File: src/rtl/key_note_pkg.sv
// Shared types for key_note_encoder: FSM states, event record, sizing check.
package key_note_pkg;

   // 15 keys at most, so notes 1..15 always fit in four bits
   localparam int KEY_NOTE_W = 4;

   typedef enum logic {
      IDLE = 1'b0,
      HELD = 1'b1
   } state_e;

   typedef struct packed {
      logic [KEY_NOTE_W-1:0] note;
      logic                  press;
   } key_ev_t;

   function automatic bit note_w_ok(input int num_keys, input int note_w);
      return (num_keys < (1 << note_w));
   endfunction

endpackage

File: src/rtl/key_debounce.sv
// One key bit: two-flop synchronizer plus a stable-count filter.
// The filter exists only when KEY_NOTE_DEBOUNCE_EN is defined.
module key_debounce #(
   parameter int DEBOUNCE_CYCLES = 20000
) (
   input  logic clk,
   input  logic rst_n,
   input  logic d_in,
   output logic d_out
);

   if (DEBOUNCE_CYCLES < 1) begin : g_bad_cycles
      $error("key_debounce: DEBOUNCE_CYCLES must be >= 1");
   end

   logic sync1_q, sync1_d;
   logic sync2_q, sync2_d;

   always_comb begin
      sync1_d = d_in;
      sync2_d = sync1_q;
   end

   always_ff @(posedge clk or negedge rst_n) begin
      if (!rst_n) begin
         sync1_q <= 1'b0;
         sync2_q <= 1'b0;
      end else begin
         sync1_q <= sync1_d;
         sync2_q <= sync2_d;
      end
   end

`ifdef KEY_NOTE_DEBOUNCE_EN
   localparam int CNT_W = $clog2(DEBOUNCE_CYCLES + 1);
   localparam logic [CNT_W-1:0] CNT_LAST = CNT_W'(DEBOUNCE_CYCLES - 1);

   logic [CNT_W-1:0] cnt_q, cnt_d;
   logic             db_q, db_d;

   // any agreement with the accepted level restarts the run
   always_comb begin
      cnt_d = '0;
      db_d  = db_q;
      if (sync2_q != db_q) begin
         if (cnt_q == CNT_LAST) begin
            db_d = ~db_q;
         end else begin
            cnt_d = cnt_q + 1'b1;
         end
      end
   end

   always_ff @(posedge clk or negedge rst_n) begin
      if (!rst_n) begin
         cnt_q <= '0;
         db_q  <= 1'b0;
      end else begin
         cnt_q <= cnt_d;
         db_q  <= db_d;
      end
   end

   assign d_out = db_q;
`else
   assign d_out = sync2_q;
`endif

endmodule

File: src/rtl/key_note_encoder.sv
// Keyboard-to-note encoder: debounced keys, press/release FSM, event FIFO.
// Define KEY_NOTE_DEBOUNCE_EN to enable per-key debounce filtering.
module key_note_encoder
   import key_note_pkg::*;
#(
   parameter int NUM_KEYS        = 7,
   parameter int NOTE_W          = 4,
   parameter int DEBOUNCE_CYCLES = 20000,
   parameter int FIFO_DEPTH      = 4
) (
   input  logic                clk,
   input  logic                rst_n,
   input  logic [NUM_KEYS-1:0] key_in,
   output logic [NOTE_W-1:0]   note_out,
   output logic                note_valid,
   output logic                ev_valid,
   input  logic                ev_ready,
   output logic [NOTE_W-1:0]   ev_note,
   output logic                ev_press
);

   if (NUM_KEYS < 2 || NUM_KEYS > 15) begin : g_bad_keys
      $error("key_note_encoder: NUM_KEYS must be 2..15");
   end
   if (!note_w_ok(NUM_KEYS, NOTE_W)) begin : g_bad_note_w
      $error("key_note_encoder: 2**NOTE_W must exceed NUM_KEYS");
   end
   if (FIFO_DEPTH < 2 || (FIFO_DEPTH & (FIFO_DEPTH - 1)) != 0) begin : g_bad_depth
      $error("key_note_encoder: FIFO_DEPTH must be a power of two >= 2");
   end

   localparam int PTR_W = $clog2(FIFO_DEPTH);

   logic [NUM_KEYS-1:0] db_keys;
   logic [NOTE_W-1:0]   cur_note;

   for (genvar k = 0; k < NUM_KEYS; k++) begin : g_key
      key_debounce #(
         .DEBOUNCE_CYCLES(DEBOUNCE_CYCLES)
      ) u_db (
         .clk  (clk),
         .rst_n(rst_n),
         .d_in (key_in[k]),
         .d_out(db_keys[k])
      );
   end

   // ascending scan, so the highest pressed index (lowest note) wins
   always_comb begin
      cur_note = '0;
      for (int k = 0; k < NUM_KEYS; k++) begin
         if (db_keys[k]) begin
            cur_note = NOTE_W'(NUM_KEYS - k);
         end
      end
   end

   state_e            state_q, state_d;
   logic [NOTE_W-1:0] held_q, held_d;

   key_ev_t          mem_q [FIFO_DEPTH];
   key_ev_t          mem_d [FIFO_DEPTH];
   logic [PTR_W-1:0] wr_ptr_q, wr_ptr_d;
   logic [PTR_W-1:0] rd_ptr_q, rd_ptr_d;
   logic [PTR_W:0]   count_q, count_d;

   logic    full;
   logic    pop;
   logic    push;
   logic    push_ok;
   key_ev_t push_ev;
   key_ev_t head;

   assign full    = (count_q == (PTR_W + 1)'(FIFO_DEPTH));
   assign pop     = ev_valid && ev_ready;
   assign push_ok = !full || pop;

   always_comb begin
      state_d = state_q;
      held_d  = held_q;
      push    = 1'b0;
      push_ev = '0;
      unique case (state_q)
         IDLE: begin
            if (cur_note != '0 && push_ok) begin
               push          = 1'b1;
               push_ev.note  = KEY_NOTE_W'(cur_note);
               push_ev.press = 1'b1;
               held_d        = cur_note;
               state_d       = HELD;
            end
         end
         HELD: begin
            // release first; any new note is pressed from IDLE next cycle
            if (cur_note != held_q && push_ok) begin
               push          = 1'b1;
               push_ev.note  = KEY_NOTE_W'(held_q);
               push_ev.press = 1'b0;
               held_d        = '0;
               state_d       = IDLE;
            end
         end
      endcase
   end

   always_ff @(posedge clk or negedge rst_n) begin
      if (!rst_n) begin
         state_q <= IDLE;
         held_q  <= '0;
      end else begin
         state_q <= state_d;
         held_q  <= held_d;
      end
   end

   always_comb begin
      mem_d    = mem_q;
      wr_ptr_d = wr_ptr_q;
      rd_ptr_d = rd_ptr_q;
      count_d  = count_q;
      if (push) begin
         mem_d[wr_ptr_q] = push_ev;
         wr_ptr_d        = wr_ptr_q + 1'b1;
      end
      if (pop) begin
         rd_ptr_d = rd_ptr_q + 1'b1;
      end
      unique case ({push, pop})
         2'b10:   count_d = count_q + 1'b1;
         2'b01:   count_d = count_q - 1'b1;
         default: count_d = count_q;
      endcase
   end

   always_ff @(posedge clk or negedge rst_n) begin
      if (!rst_n) begin
         for (int i = 0; i < FIFO_DEPTH; i++) begin
            mem_q[i] <= '0;
         end
         wr_ptr_q <= '0;
         rd_ptr_q <= '0;
         count_q  <= '0;
      end else begin
         mem_q    <= mem_d;
         wr_ptr_q <= wr_ptr_d;
         rd_ptr_q <= rd_ptr_d;
         count_q  <= count_d;
      end
   end

   assign head       = mem_q[rd_ptr_q];
   assign ev_valid   = (count_q != '0);
   assign ev_note    = NOTE_W'(head.note);
   assign ev_press   = head.press;
   assign note_out   = held_q;
   assign note_valid = (held_q != '0);

endmodule

File: config.mk
export PLATFORM = sky130hd
export DESIGN_NAME = key_note_encoder
export DESIGN_NICKNAME = d
export VERILOG_FILES = /design/src/rtl/key_note_pkg.sv /design/src/rtl/key_debounce.sv /design/src/rtl/key_note_encoder.sv
export SDC_FILE = /design/constraint.sdc
export NUM_CORES = 1
export LEC_CHECK = 0
export ABC_AREA = 1
export CORE_MARGIN = 1
export CORE_UTILIZATION = 47
export DETAILED_ROUTE_END_ITERATION = 10
export GPL_ROUTABILITY_DRIVEN = 0
export PLACE_DENSITY = 0.68
export SYNTH_ARGS = -nofsm -noshare
export SYNTH_HDL_FRONTEND = slang
export SYNTH_SLANG_ARGS = --single-unit
File: constraint.sdc
create_clock -name clk -period 6.2 [get_ports clk]
set_clock_uncertainty 0.15 [all_clocks]
set_input_delay 1.55 -clock clk [delete_from_list [all_inputs] [get_ports clk]]
set_output_delay 1.55 -clock clk [all_outputs]
set_load 0.02 [all_outputs]
# [Word level (Yosys, flattened, before mapping)]
# Cells that the tools add are included.
[totals] reg_bits=46 input_bits=10 output_inout_bits=11 word_cells=79
[classes] n_addsub=4 order_cmp=3 n_eq_ne=6 mux=25 bitwise=3 reduce_logical=11
[op_table] op="2-to-1 mux 5 bit" count=5
[op_table] op="2-to-1 mux 4 bit" count=6
[op_table] op="bitwise mux 20 bit" count=1
[op_table] op="binary-select mux 5 bit (select 2 bit)" count=1
[op_table] op="demux 5 bit (select 2 bit)" count=1
[op_table] op="case mux 5 bit (2 select lines)" count=1
[op_table] op="2-to-1 mux 3 bit" count=3
[op_table] op="case mux 4 bit (2 select lines)" count=1
[op_table] op="nonzero test 4 bit" count=2
[op_table] op=">= comparator 3 bit, second input constant" count=2
[op_table] op="inverter 2 -> 3 bit" count=2
[op_table] op="case mux 3 bit (2 select lines)" count=1
[op_table] op="adder 2 x 1 -> 2 bit, second input constant" count=2
[op_table] op="logical AND 1 bit" count=4
[op_table] op="!= test 4 bit" count=1
[op_table] op="case mux 1 bit (2 select lines)" count=2
[op_table] op="adder 3 x 1 -> 3 bit, second input constant" count=1
[op_table] op="equality test 3 bit, second input constant" count=1
[op_table] op="less-than comparator 3 x 1 -> 1 bit, second input constant" count=1
[op_table] op="2-to-1 mux 1 bit" count=3
[op_table] op="nonzero test 3 bit" count=1
[op_table] op="subtractor 3 x 1 -> 3 bit, second input constant" count=1
[op_table] op="equality test 2 x 1 -> 1 bit, second input constant" count=1
[op_table] op="equality test 2 bit, second input constant" count=1
[op_table] op="7 further kinds" count=7

# [Depth between registers and ports, before layout]
# Gate-level depths: netlist of the first run.
[depth] depth_word=13 ltp_mapped=20 depth_no_buf=19

# [Modules after synthesis]
# From an unflattened synthesis of the first run, not the netlist that was laid out.
[unflattened] cells_unflattened=215 area_unflattened_um2=1934.4
[modules_own_cells] module="key_note_encoder" instances=1 cells_each=201 area_per_inst_um2=1584.0 seq_area_each_um2=675.6
[modules_own_cells] module="key_debounce" instances=7 cells_each=2 area_per_inst_um2=50.0 seq_area_each_um2=50.0

# [Worst setup path after synthesis of the first run]
# OpenSTA, ideal clock, no wires.
[synth_path] kind="input-to-reg" start="in ev_ready" end="reg count_q[2]" setup_time_ps=131 arrival_time_ps=3146 t_required_ps=5919 slack_ps=2773 cell_stages=12 path_buffers=1 path_cell_list="inv_1 -> a31oi_1 -> nand2_1 -> nand2_4 -> buf_12 -> inv_1 -> ha_1 -> inv_1 -> fa_1 -> a21oi_1 -> o21ai_0 -> xor2_1"
[synth_via] elab_chain_len=7 word_cells_on_any_way=11 cone_classes="eq/ne (2); mux (4); reduce/logical (5)"
[synth_lines] element="from (decl)" line_no="key_note_encoder.sv:17" rtl="input logic ev_ready,"
[synth_lines] element="logical AND 1 bit (*)" line_no="key_note_encoder.sv:75" rtl="assign pop = ev_valid && ev_ready;"
[synth_lines] element="logical OR 1 bit" line_no="key_note_encoder.sv:76" rtl="assign push_ok = !full || pop;"
[synth_lines] element="logical AND 1 bit, on equally long branches" line_no="key_note_encoder.sv:95, key_note_encoder.sv:85"
[synth_lines] element="2-to-1 mux 1 bit, on equally long branches" line_no="key_note_encoder.sv:95, key_note_encoder.sv:85"
[synth_lines] element="case mux 1 bit (2 select lines)" line_no="key_note_encoder.sv:83" rtl="unique case (state_q)"
[synth_lines] element="equality test 2 x 1 -> 1 bit or equality test 2 bit (tied branches)" line_no="key_note_encoder.sv:128" rtl="unique case ({push, pop})"
[synth_lines] element="case mux 3 bit (2 select lines) or nonzero test 2 bit (tied branches)"
[synth_lines] element="to (signal assigned)" line_no="key_note_encoder.sv:147" rtl="count_q <= count_d;"
[synth_lines] element="to (decl)" line_no="key_note_encoder.sv:65" rtl="logic [PTR_W:0] count_q, count_d;"
# Mark *: on every way between the ends. The rest lies on a longest branch, timed or not.
# A chain may end at the register's enable or synchronous reset.

# [Worst setup path after layout of the first run]
[layout_path] start="in ev_ready" end="reg count_q[1]"
# Same word-level chain as after synthesis.

==> results of run 1 <==
final cells by class:
class	instances	area, um^2
Clock buffer	6	72.57
Tap cell	48	60.06
Sequential cell	41	1026
Fill cell	351	1582
Multi-Input combinational cell	146	778.2
Timing Repair Buffer	18	175.2
Clock inverter	2	10.01
Inverter	25	95.09
worst min-delay path by stage:
stage / startpoint / slack (ns) / to
6_report: g_key[0].u_db.sync1_q / 0.20 / g_key[0].u_db.d_out
3_3_place_gp: g_key[3].u_db.sync1_q / 0.18 / g_key[3].u_db.d_out
5_1_grt: g_key[6].u_db.sync1_q / 0.21 / g_key[6].u_db.d_out
3_5_place_dp: g_key[2].u_db.sync1_q / 0.18 / g_key[2].u_db.d_out
4_1_cts: g_key[2].u_db.sync1_q / 0.20 / g_key[2].u_db.d_out
2_1_floorplan: g_key[0].u_db.sync1_q / 0.18 / g_key[0].u_db.d_out
worst max-delay path, delay by kind of cell:
kind                       cells  cell delay (ns)
AOI/OAI and AO/OA              2             0.50
and+or+nand+nor                2             0.52
buffers and inverters          4             0.69
adders and majority gates      2             0.59
per-stage QoR:
stage,setup slack (ns),instances,hold slack (ns)
after floorplan,2.773,216,0.1812
after global placement,2.256,278,0.1824
after detailed placement,2.073,278,0.1847
after CTS,2.403,286,0.2013
after global routing,2.145,286,0.2141
final,2.399,286,0.1981
metal layers:
layer	track usage (%)	part of all wire, %	wire length [um]	up-vias
met4	10.11	1.6	56	0
met2	29.34	44	1537	24
met1	28.62	52	1804	660
met5	0	0	0	-
met3	4.655	2.9	102	6
li1	-	-	-	721
power by group through the flow:
stage | Clock, uW | Sequential (uW) | Combinational, uW
finish | 164 | 430 | 552
CTS | 171 | 429 | 559
floorplan | 0 | 416 | 416
detailed placement | 0 | 434 | 555
global route | 183 | 444 | 637
global placement | 0 | 431 | 545
sequential cells by signal, summed over array words and instances, names as in the netlist:
name and count:
rd_ptr_q 2, note_out 3, g_key.u_db.d_out 7, wr_ptr_q 2, count_q 3, mem_q 16, g_key.u_db.sync1_q 7, state_q 1
cells in the final DEF (no fill, tap or decap), drive strengths merged:
cell type / netlist / layout
a21oi: 6 / 6
a31oi: 1 / 1
buf: 3 / 1
clkbuf: 1 / 6
clkdlybuf4s50: 0 / 17
clkinv: 1 / 3
conb: 1 / 2
dfrtp: 41 / 41
fa: 1 / 1
ha: 5 / 5
inv: 24 / 24
nand2: 83 / 83
nand3: 7 / 7
nand4: 4 / 4
nor2: 13 / 13
o21ai: 15 / 15
o22ai: 4 / 4
xnor2: 1 / 1
xor2: 4 / 4
kinds of logic after synthesis:
kind of cell / count (synthesis)
buffers and inverters: 29
adders and majority gates: 6
other: 1
xor gates and xnor gates: 5
AOI/OAI and AO/OA: 26
and+or+nand+nor: 107
DFF: 41
==> flow_metrics.env, run 1 <==
export IMPL_setup_worst_path_end_class="flip-flop"
export IMPL_worstPathArrival_ns=3.86
export IMPL_cts_root_buf="sky130_fd_sc_hd__clkbuf_8"
export IMPL_synth_area_um2=1934
export IMPL_synth_compound_area_share_pct=7.050
export IMPL_clk_latency_ns=0.29
export IMPL_grt_pass1_vias=1405
export IMPL_die_width_um=66.16
export IMPL_grt_antenna_before_repair=0
export IMPL_maxClockFrequency_mhz=263.1
export IMPL_cap_viol_max_count=0
export IMPL_pd_cells_nw_per_um2=517.1
export IMPL_startpoint_type="primary input"
export IMPL_finalHoldViolCount=0
export IMPL_synth_ff_latch_count=41
export IMPL_drive_above_1_share_pct=10.92
export IMPL_grt_first_pass_wirelength_um=6403
export IMPL_remaining_max_slew_budget_at_the_tightest_pin_pct=40.71
export IMPL_synthesis_yosys_warnings=0
export IMPL_synth_top_area_share_pct=53.04
export IMPL_clock_sinks=41
export IMPL_overall_die_area_um2=4376
export IMPL_synthSimpleGateAreaFrac_pct=25.87
export IMPL_timing_rr_start="count_q[1]"
export IMPL_post_cts_hold_buffer_count=0
export IMPL_post_cts_buffers=0
export IMPL_design_power_total_uw=1146
export IMPL_worst_setup_path_type="in2reg"
export IMPL_worstMarginPinSlew_ns=0.8893
export IMPL_final_nets=253
export IMPL_finalMaxSlewViolations=0
export IMPL_synth_top_cell_by_area="sky130_fd_sc_hd__dfrtp_1"
export IMPL_worst_r2r_cell_count=11
export IMPL_yosys_cell_count_top_type="sky130_fd_sc_hd__nand2_1"
export IMPL_intPower_uw=651.2
export IMPL_syn_instance_count=215
export IMPL_io_pins=21
export IMPL_critPathSlowestCell="sky130_fd_sc_hd__clkdlybuf4s50_1"
export IMPL_fin_util_pct=58.37
export IMPL_worst_path_largest_cell_delay_ns=0.46
export IMPL_placement_cell_area_um2=2135
export IMPL_postLayoutCellArea_um2=2217
export IMPL_rsz0062_at_grt="false"
export IMPL_postRouteWirelength_um=3501
export IMPL_synth_top_cells_by_count="sky130_fd_sc_hd__nand2_1, sky130_fd_sc_hd__dfrtp_1, sky130_fd_sc_hd__inv_1, sky130_fd_sc_hd__nor2_1, sky130_fd_sc_hd__o21ai_0"
export IMPL_synth_yosys_seq_area_share_pct=53.04
export IMPL_chipHeight_um=66.16
export IMPL_synth_cell_type_count=28
export IMPL_seqPwrFrac_pct=37.5
export IMPL_antenna_violating_nets_post_route=0
export IMPL_critical_path_startpoint="ev_ready"
export IMPL_p_sw_uw=495.3
export IMPL_timing_rr_end="count_q[2]"
export IMPL_finalSetupViolCount=0
export IMPL_synth_edff_count=0
export IMPL_via_count=1411
export IMPL_dominant_combinational_cell_family_by_area_after_synthesis="simple AND/OR/NAND/NOR gates"
export IMPL_timing_critical_path_mode_cell="sky130_fd_sc_hd__inv_1"
export IMPL_ff2ff_setup_slack_ns=3.52
export IMPL_drc=0
export IMPL_htreeDepth=2
export IMPL_setup_worst_path_end="count_q[1]"
export IMPL_grt_total_usage_pct=20.35
export IMPL_outcome="finished clean"
export IMPL_globalRouteOverflowTotal=0
export IMPL_clock_path_buffers=2
export IMPL_crit_path_max_fanout=11
export IMPL_critPathRequiredTime_ns=6.26
export IMPL_maximum_number_of_pins_on_one_net_before_global_route_repair=42
export IMPL_irDropWorstVdd_uv=265.9
export IMPL_cts_buffers=5
export IMPL_worst_setup_hold_path_clk_slew_ns=0.07
export IMPL_placeableCoreArea_um2=3799
export IMPL_post_cts_resized_instances=0
export IMPL_power_switching_fraction_pct=43.20
export IMPL_final_min_period_over_clock_period_pct=61.30
export IMPL_combPwrFrac_pct=48.2
export IMPL_initial_utilization_pct=50.92
export IMPL_n_antenna_cell=0
export IMPL_synth_flop_cell="sky130_fd_sc_hd__dfrtp_1"
export IMPL_post_drt_wl_per_cell_um=12.24
export IMPL_layout_min_cycle_time_ns=3.801
export IMPL_flow_area_growth_from_synthesis_pct=14.62
export IMPL_viasPerCell=4.934
export IMPL_yosys_area_share_xor_xnor_pct=2.652
export IMPL_numPortBuffers=18
export IMPL_min_delay_path_class="reg2reg"
export IMPL_synth_mux_area_fraction_pct=0
export IMPL_setup_total_negative_slack_ns=0
export IMPL_synthTopCellsByArea="sky130_fd_sc_hd__dfrtp_1, sky130_fd_sc_hd__nand2_1, sky130_fd_sc_hd__inv_1"
export IMPL_detailedPlacementHpwl_um=2605
export IMPL_synthAdderAreaFrac_pct=4.269
export IMPL_cellLeakagePower_uw=0.001139
export IMPL_synth_async_sr_flop_share_pct=100.0
export IMPL_drt_pre_antenna_iters=4
export IMPL_detailedRoute_firstIterationViolations=64
export IMPL_clock_tree_from_tritoncts="yes"
export IMPL_hold_path_depth=0
export IMPL_clock_power_share_pct=14.3
export IMPL_cp_cell_sequence="clkdlybuf4s50_1 -> inv_1 -> a31oi_1 -> nand2_1 -> nand2_4 -> inv_1 -> ha_1 -> inv_1 -> fa_1 -> o21ai_0"
export IMPL_syn_avg_cell_area_um2=8.997
export IMPL_std_cell_rows=22
No activity file was read; power rests on OpenSTA's default activity.
==> run 2, diff against run 1 <==
- clock period: 6.2 -> 3.7 ns (I/O delays scaled with it)
==> run 2 against run 1 <==
  * Cell area increased by 1.8%
  * Critical path depth fell by 6
  * Die area is the same
  * Wire length decreased by 2.0%
  * Sequential share of layout area is 0.82 points lower
  * Utilization grew 1.1 points
  * Setup slack worse by 1.7 ns
  * First-iteration DRC count is 94% higher
  * Non-clock buffer count rose by 1
  * Register-to-register slack got worse by 2.3 ns
  * Critical path type is now reg2out
==> flow_metrics.env, run 2 (synthesized netlist as in run 1, its figures left out) <==
export IMPL_clock_path_buffers=2
export IMPL_worstMarginPinSlew_ns=0.8736
export IMPL_clk_latency_ns=0.30
export IMPL_initial_utilization_pct=50.92
export IMPL_finalHoldViolCount=0
export IMPL_final_cell_mix="sky130_fd_sc_hd__nand2_1, sky130_fd_sc_hd__dfrtp_1, sky130_fd_sc_hd__inv_1"
export IMPL_cp_cell_sequence="inv_1 -> nor2_1 -> o22ai_1 -> clkdlybuf4s50_1"
export IMPL_groute_layer_met3_usage_pct=5.690
export IMPL_post_cts_resized_instances=0
export IMPL_htreeDepth=2
export IMPL_hold_path_depth=0
export IMPL_regMostFlops="mem_q"
export IMPL_worstPathArrival_ns=1.93
export IMPL_post_cts_hold_buffer_count=0
export IMPL_viasPerCell=4.850
export IMPL_antenna_violating_nets_post_route=0
export IMPL_finalMaxSlewViolations=0
export IMPL_timing_rr_end="count_q[2]"
export IMPL_maximum_number_of_pins_on_one_net_before_global_route_repair=42
export IMPL_io_pins=21
export IMPL_final_min_period_over_clock_period_pct=81.32
export IMPL_chipHeight_um=66.16
export IMPL_drc=0
export IMPL_setup_total_negative_slack_ns=0
export IMPL_cts_root_buf="sky130_fd_sc_hd__clkbuf_8"
export IMPL_cellLeakagePower_uw=0.001154
export IMPL_ff2ff_setup_slack_ns=1.19
export IMPL_worst_setup_path_type="reg2out"
export IMPL_cap_viol_max_count=0
export IMPL_critPathSlowestCell="sky130_fd_sc_hd__clkdlybuf4s50_1"
export IMPL_holdPathEnd="g_key[3].u_db.d_out"
export IMPL_maxClockFrequency_mhz=332.4
export IMPL_rsz0062_at_grt="false"
export IMPL_numPortBuffers=18
export IMPL_grt_total_usage_pct=19.65
export IMPL_remaining_max_slew_budget_at_the_tightest_pin_pct=41.76
export IMPL_layout_commonest_cell="sky130_fd_sc_hd__nand2_1"
export IMPL_post_cts_buffers=0
export IMPL_cts_buffers=5
export IMPL_min_delay_path_class="reg2reg"
export IMPL_n_antenna_cell=0
export IMPL_grt_antenna_before_repair=0
export IMPL_grtUsageMet1_pct=29.05
export IMPL_outcome="finished clean"
export IMPL_pd_cells_nw_per_um2=892.1
export IMPL_flow_area_growth_from_synthesis_pct=16.69
export IMPL_postRouteWirelength_um=3430
export IMPL_die_width_um=66.16
export IMPL_crit_path_max_fanout=11
export IMPL_fill_cells=346
export IMPL_startpoint_type="flip-flop"
export IMPL_placeableCoreArea_um2=3799
export IMPL_detailedPlacementHpwl_um=2566
export IMPL_post_drt_wl_per_cell_um=11.95
export IMPL_clock_tree_from_tritoncts="yes"
export IMPL_worst_r2r_cell_count=17
export IMPL_largest_register_ff_count=16
export IMPL_grt_pass1_vias=1375
export IMPL_hp_start="g_key[3].u_db.sync1_q"
export IMPL_layout_min_cycle_time_ns=3.009
export IMPL_detailedRoute_firstIterationViolations=124
export IMPL_final_nets=254
export IMPL_irDropWorstVdd_uv=412.2
export IMPL_grt_busiest_layer="met1"
export IMPL_globalRouteOverflowTotal=0
export IMPL_critPathRequiredTime_ns=2.62
export IMPL_setup_worst_path_end_class="primary output"
export IMPL_std_cell_rows=22
export IMPL_worst_path_largest_cell_delay_ns=0.63
export IMPL_hold_slack_ns=0.2021
export IMPL_clock_sinks=41
export IMPL_grt_first_pass_wirelength_um=6313
export IMPL_drt_pre_antenna_iters=4
export IMPL_worst_setup_hold_path_clk_slew_ns=0.08
export IMPL_drive_above_1_share_pct=11.72
export IMPL_via_count=1392
export IMPL_finalSetupViolCount=0
export IMPL_overall_die_area_um2=4376
export IMPL_globalRouteMet2Util_pct=27.81
export IMPL_timing_rr_start="g_key[2].u_db.d_out"
-- run 2: cell types whose count changed in the layout (fill, tap and decap cells not counted) --
cell                         delta
sky130_fd_sc_hd__buf_4          +1
sky130_fd_sc_hd__clkinvlp_4     +1
sky130_fd_sc_hd__clkinv_4       +1
sky130_fd_sc_hd__bufinv_16      +1
sky130_fd_sc_hd__clkinv_2       -2
sky130_fd_sc_hd__clkbuf_1       -1
-- run 2: worst max-delay path by stage --
stage,start,endpoint,cells after the start
5_1_grt,ev_ready,count_q[1],10
2_1_floorplan,ev_ready,count_q[2],12
3_5_place_dp,ev_ready,count_q[1],10
6_report,rd_ptr_q[0],ev_note[2],4
3_3_place_gp,ev_ready,count_q[2],12
4_1_cts,rd_ptr_q[0],ev_press,4
-- run 2: critical path: cells and delay by family, from the launching register on --
kind / cells / cell delay (ns)
buffers and inverters: 2 / 0.88
AO/OA/AOI/OAI: 1 / 0.17
flip-flops: 1 / 0.51
AND/OR/NAND/NOR: 1 / 0.07
-- run 2: cell type report --
cell class / instances / area, um^2 / share of cell area, %
Sequential cell: 41 / 1026 / 45.45
Multi-Input combinational cell: 146 / 778.2 / 34.48
Timing Repair Buffer: 19 / 182.7 / 8.093
Inverter: 25 / 95.09 / 4.213
Clock buffer: 5 / 68.82 / 3.049
Tap cell: 48 / 60.06 / 2.661
Clock inverter: 3 / 46.29 / 2.051
-- run 2: report_power, final --
group	internal, uW	switching (uW)	leakage [uW]
logic	376	556	0.000598
clock network	202	165	0.0000543
registers	595	120	0.000501
total	1170	841	0.00115
-- run 2: per-stage QoR --
stage	cells	power, uW	setup slack (ns)	util (%)	cell area, um^2
detailed placement	279	1657	0.4030	56.39	2142
global route	287	2201	0.5292	59.42	2257
floorplan	216	1395	0.8984	-	1938
global placement	279	1640	0.5278	56.39	2142
finish	287	2014	0.6911	59.42	2257
CTS	287	2024	0.6887	59.42	2257
-- run 2: metal layers --
metal,share of wire [%],vias to the layer above
met5,0,-
met4,1.3,0
met3,4.2,5
met2,42,30
met1,53,644
li1,-,713
==> run 3, diff against run 2 <==
- clock period: 3.7 -> 2.78 ns (I/O delays scaled with it)
==> run 3 against run 2 <==
  * Wire length is 1.3% higher
  * Via count increased by 2.3%
  * Final cell count up 2.4%
  * Largest cell class unchanged
==> flow_metrics.env, run 3 (synthesized netlist as in run 1, its figures left out) <==
export IMPL_critical_path_n_buffers_inverters=2
export IMPL_drive_above_1_share_pct=14.63
export IMPL_final_cell_mix="sky130_fd_sc_hd__nand2_1, sky130_fd_sc_hd__dfrtp_1, sky130_fd_sc_hd__inv_1"
export IMPL_detailedPlacementHpwl_um=2601
export IMPL_cts_root_buf="sky130_fd_sc_hd__clkbuf_8"
export IMPL_antenna_violating_nets_post_route=0
export IMPL_startpoint_type="flip-flop"
export IMPL_numPortBuffers=18
export IMPL_worst_path_largest_cell_delay_ns=0.62
export IMPL_worstPathArrival_ns=1.79
export IMPL_grt_antenna_before_repair=0
export IMPL_clk_latency_ns=0.28
export IMPL_viasPerCell=4.844
export IMPL_grt_total_usage_pct=19.33
export IMPL_layout_min_cycle_time_ns=2.634
export IMPL_worst_setup_path_type="reg2out"
export IMPL_flow_area_growth_from_synthesis_pct=19.66
export IMPL_layout_commonest_cell="sky130_fd_sc_hd__nand2_1"
export IMPL_n_antenna_cell=0
export IMPL_setup_total_negative_slack_ns=0
export IMPL_drt_pre_antenna_iters=4
export IMPL_postRouteWirelength_um=3473
export IMPL_critPathSlowestCell="sky130_fd_sc_hd__clkdlybuf4s50_1"
export IMPL_worst_setup_hold_path_clk_slew_ns=0.08
export IMPL_cp_cell_sequence="inv_2 -> nor2_1 -> o22ai_1 -> clkdlybuf4s50_1"
export IMPL_post_cts_hold_buffer_count=0
export IMPL_cellLeakagePower_uw=0.001202
export IMPL_final_min_period_over_clock_period_pct=94.74
export IMPL_clock_path_buffers=2
export IMPL_clock_tree_from_tritoncts="yes"
export IMPL_critPathRequiredTime_ns=1.93
export IMPL_post_drt_wl_per_cell_um=11.81
export IMPL_largest_register_ff_count=16
export IMPL_rsz0062_at_grt="false"
export IMPL_finalHoldViolCount=0
export IMPL_crit_path_max_fanout=11
export IMPL_cts_buffers=5
export IMPL_io_pins=21
export IMPL_chipHeight_um=66.16
export IMPL_overall_die_area_um2=4376
export IMPL_clock_sinks=41
export IMPL_detailedRoute_firstIterationViolations=94
export IMPL_outcome="finished clean"
export IMPL_die_width_um=66.16
export IMPL_stdcell_count=294
export IMPL_irDropWorstVdd_uv=752.6
export IMPL_via_count=1424
export IMPL_std_cell_rows=22
export IMPL_setup_worst_path_end_class="primary output"
export IMPL_maxClockFrequency_mhz=379.7
export IMPL_maximum_number_of_pins_on_one_net_before_global_route_repair=22
export IMPL_grt_first_pass_wirelength_um=6258
export IMPL_min_delay_path_class="in2async"
export IMPL_drc=0
export IMPL_globalRouteOverflowTotal=0
export IMPL_cap_viol_max_count=0
export IMPL_initial_utilization_pct=50.92
export IMPL_postLayoutCellArea_um2=2315
export IMPL_finalSetupViolCount=0
export IMPL_pd_cells_nw_per_um2=1188
export IMPL_grt_pass1_vias=1451
export IMPL_placed_cells=286
export IMPL_placement_cell_area_um2=2195
export IMPL_critical_path_top_delay_family="buffers and inverters"
export IMPL_regMostFlops="mem_q"
export IMPL_htreeDepth=2
export IMPL_hold_slack_ns=0.2000
export IMPL_finalMaxSlewViolations=0
export IMPL_placeableCoreArea_um2=3799
export IMPL_final_nets=261
-- run 3: area by class of cell --
class,count,area (um^2)
clock buffers,7,86.33
clock inverters,1,30.03
fillers,330,1484
inverters,25,95.09
multi-input cells,146,778.2
flip-flops and latches,41,1027
well taps,48,60.06
repair buffers,26,237.7
-- run 3: final timing paths --
| path | from | to | slack (ns) | cells past startpoint |
|---|---|---|---|---|
| min in group clk | g_key[3].u_db.sync1_q | g_key[3].u_db.d_out | 0.20 | 0 |
| min | rst_n | g_key[3].u_db.d_out | 0.20 | 1 |
| max reg2reg | g_key[2].u_db.d_out | count_q[2] | 0.31 | 17 |
| min reg2reg | g_key[3].u_db.sync1_q | g_key[3].u_db.d_out | 0.20 | 0 |
| max in group asynchronous | rst_n | rd_ptr_q[0] | 1.62 | 2 |
| max | rd_ptr_q[0] | ev_note[0] | 0.15 | 4 |
-- run 3: timing repair --
| item | in CTS | in global routing |
|---|---|---|
| endpoints found under the setup margin | 2 | 4 |
| gates cloned | 0 | 0 |
| buffers inserted | 0 | 0 |
| resized for setup | 1 | 2 |
-- run 3: per-stage QoR --
stage | total power (uW) | setup slack, ns | util, %
floorplan | 1856 | 0.2084 | -
global placement | 2248 | 0.02026 | 57.77
detailed placement | 2271 | -0.01780 | 57.77
CTS | 2764 | 0.05213 | 60.84
global route | 2997 | 0.02480 | 60.94
finish | 2750 | 0.1464 | 60.94
-- run 3: per-layer routing --
| metal | vias up | wire, um | global-route usage, % | part of all wire [%] |
|---|---|---|---|---|
| met5 | - | 0 | 0 | 0 |
| met4 | 0 | 46 | 6.383 | 1.3 |
| met3 | 4 | 198 | 3.621 | 5.7 |
| met2 | 42 | 1444 | 31.38 | 42 |
| met1 | 649 | 1783 | 25.95 | 51 |
| li1 | 729 | - | - | - |
-- run 3: report_power, final --
group	leakage, uW	total, uW	switching (uW)	internal (uW)
Clock	0.0000585	484	191	293
Sequential	0.000500	956	161	794
Combinational	0.000643	1310	766	544
Total	0.00120	2750	1120	1630
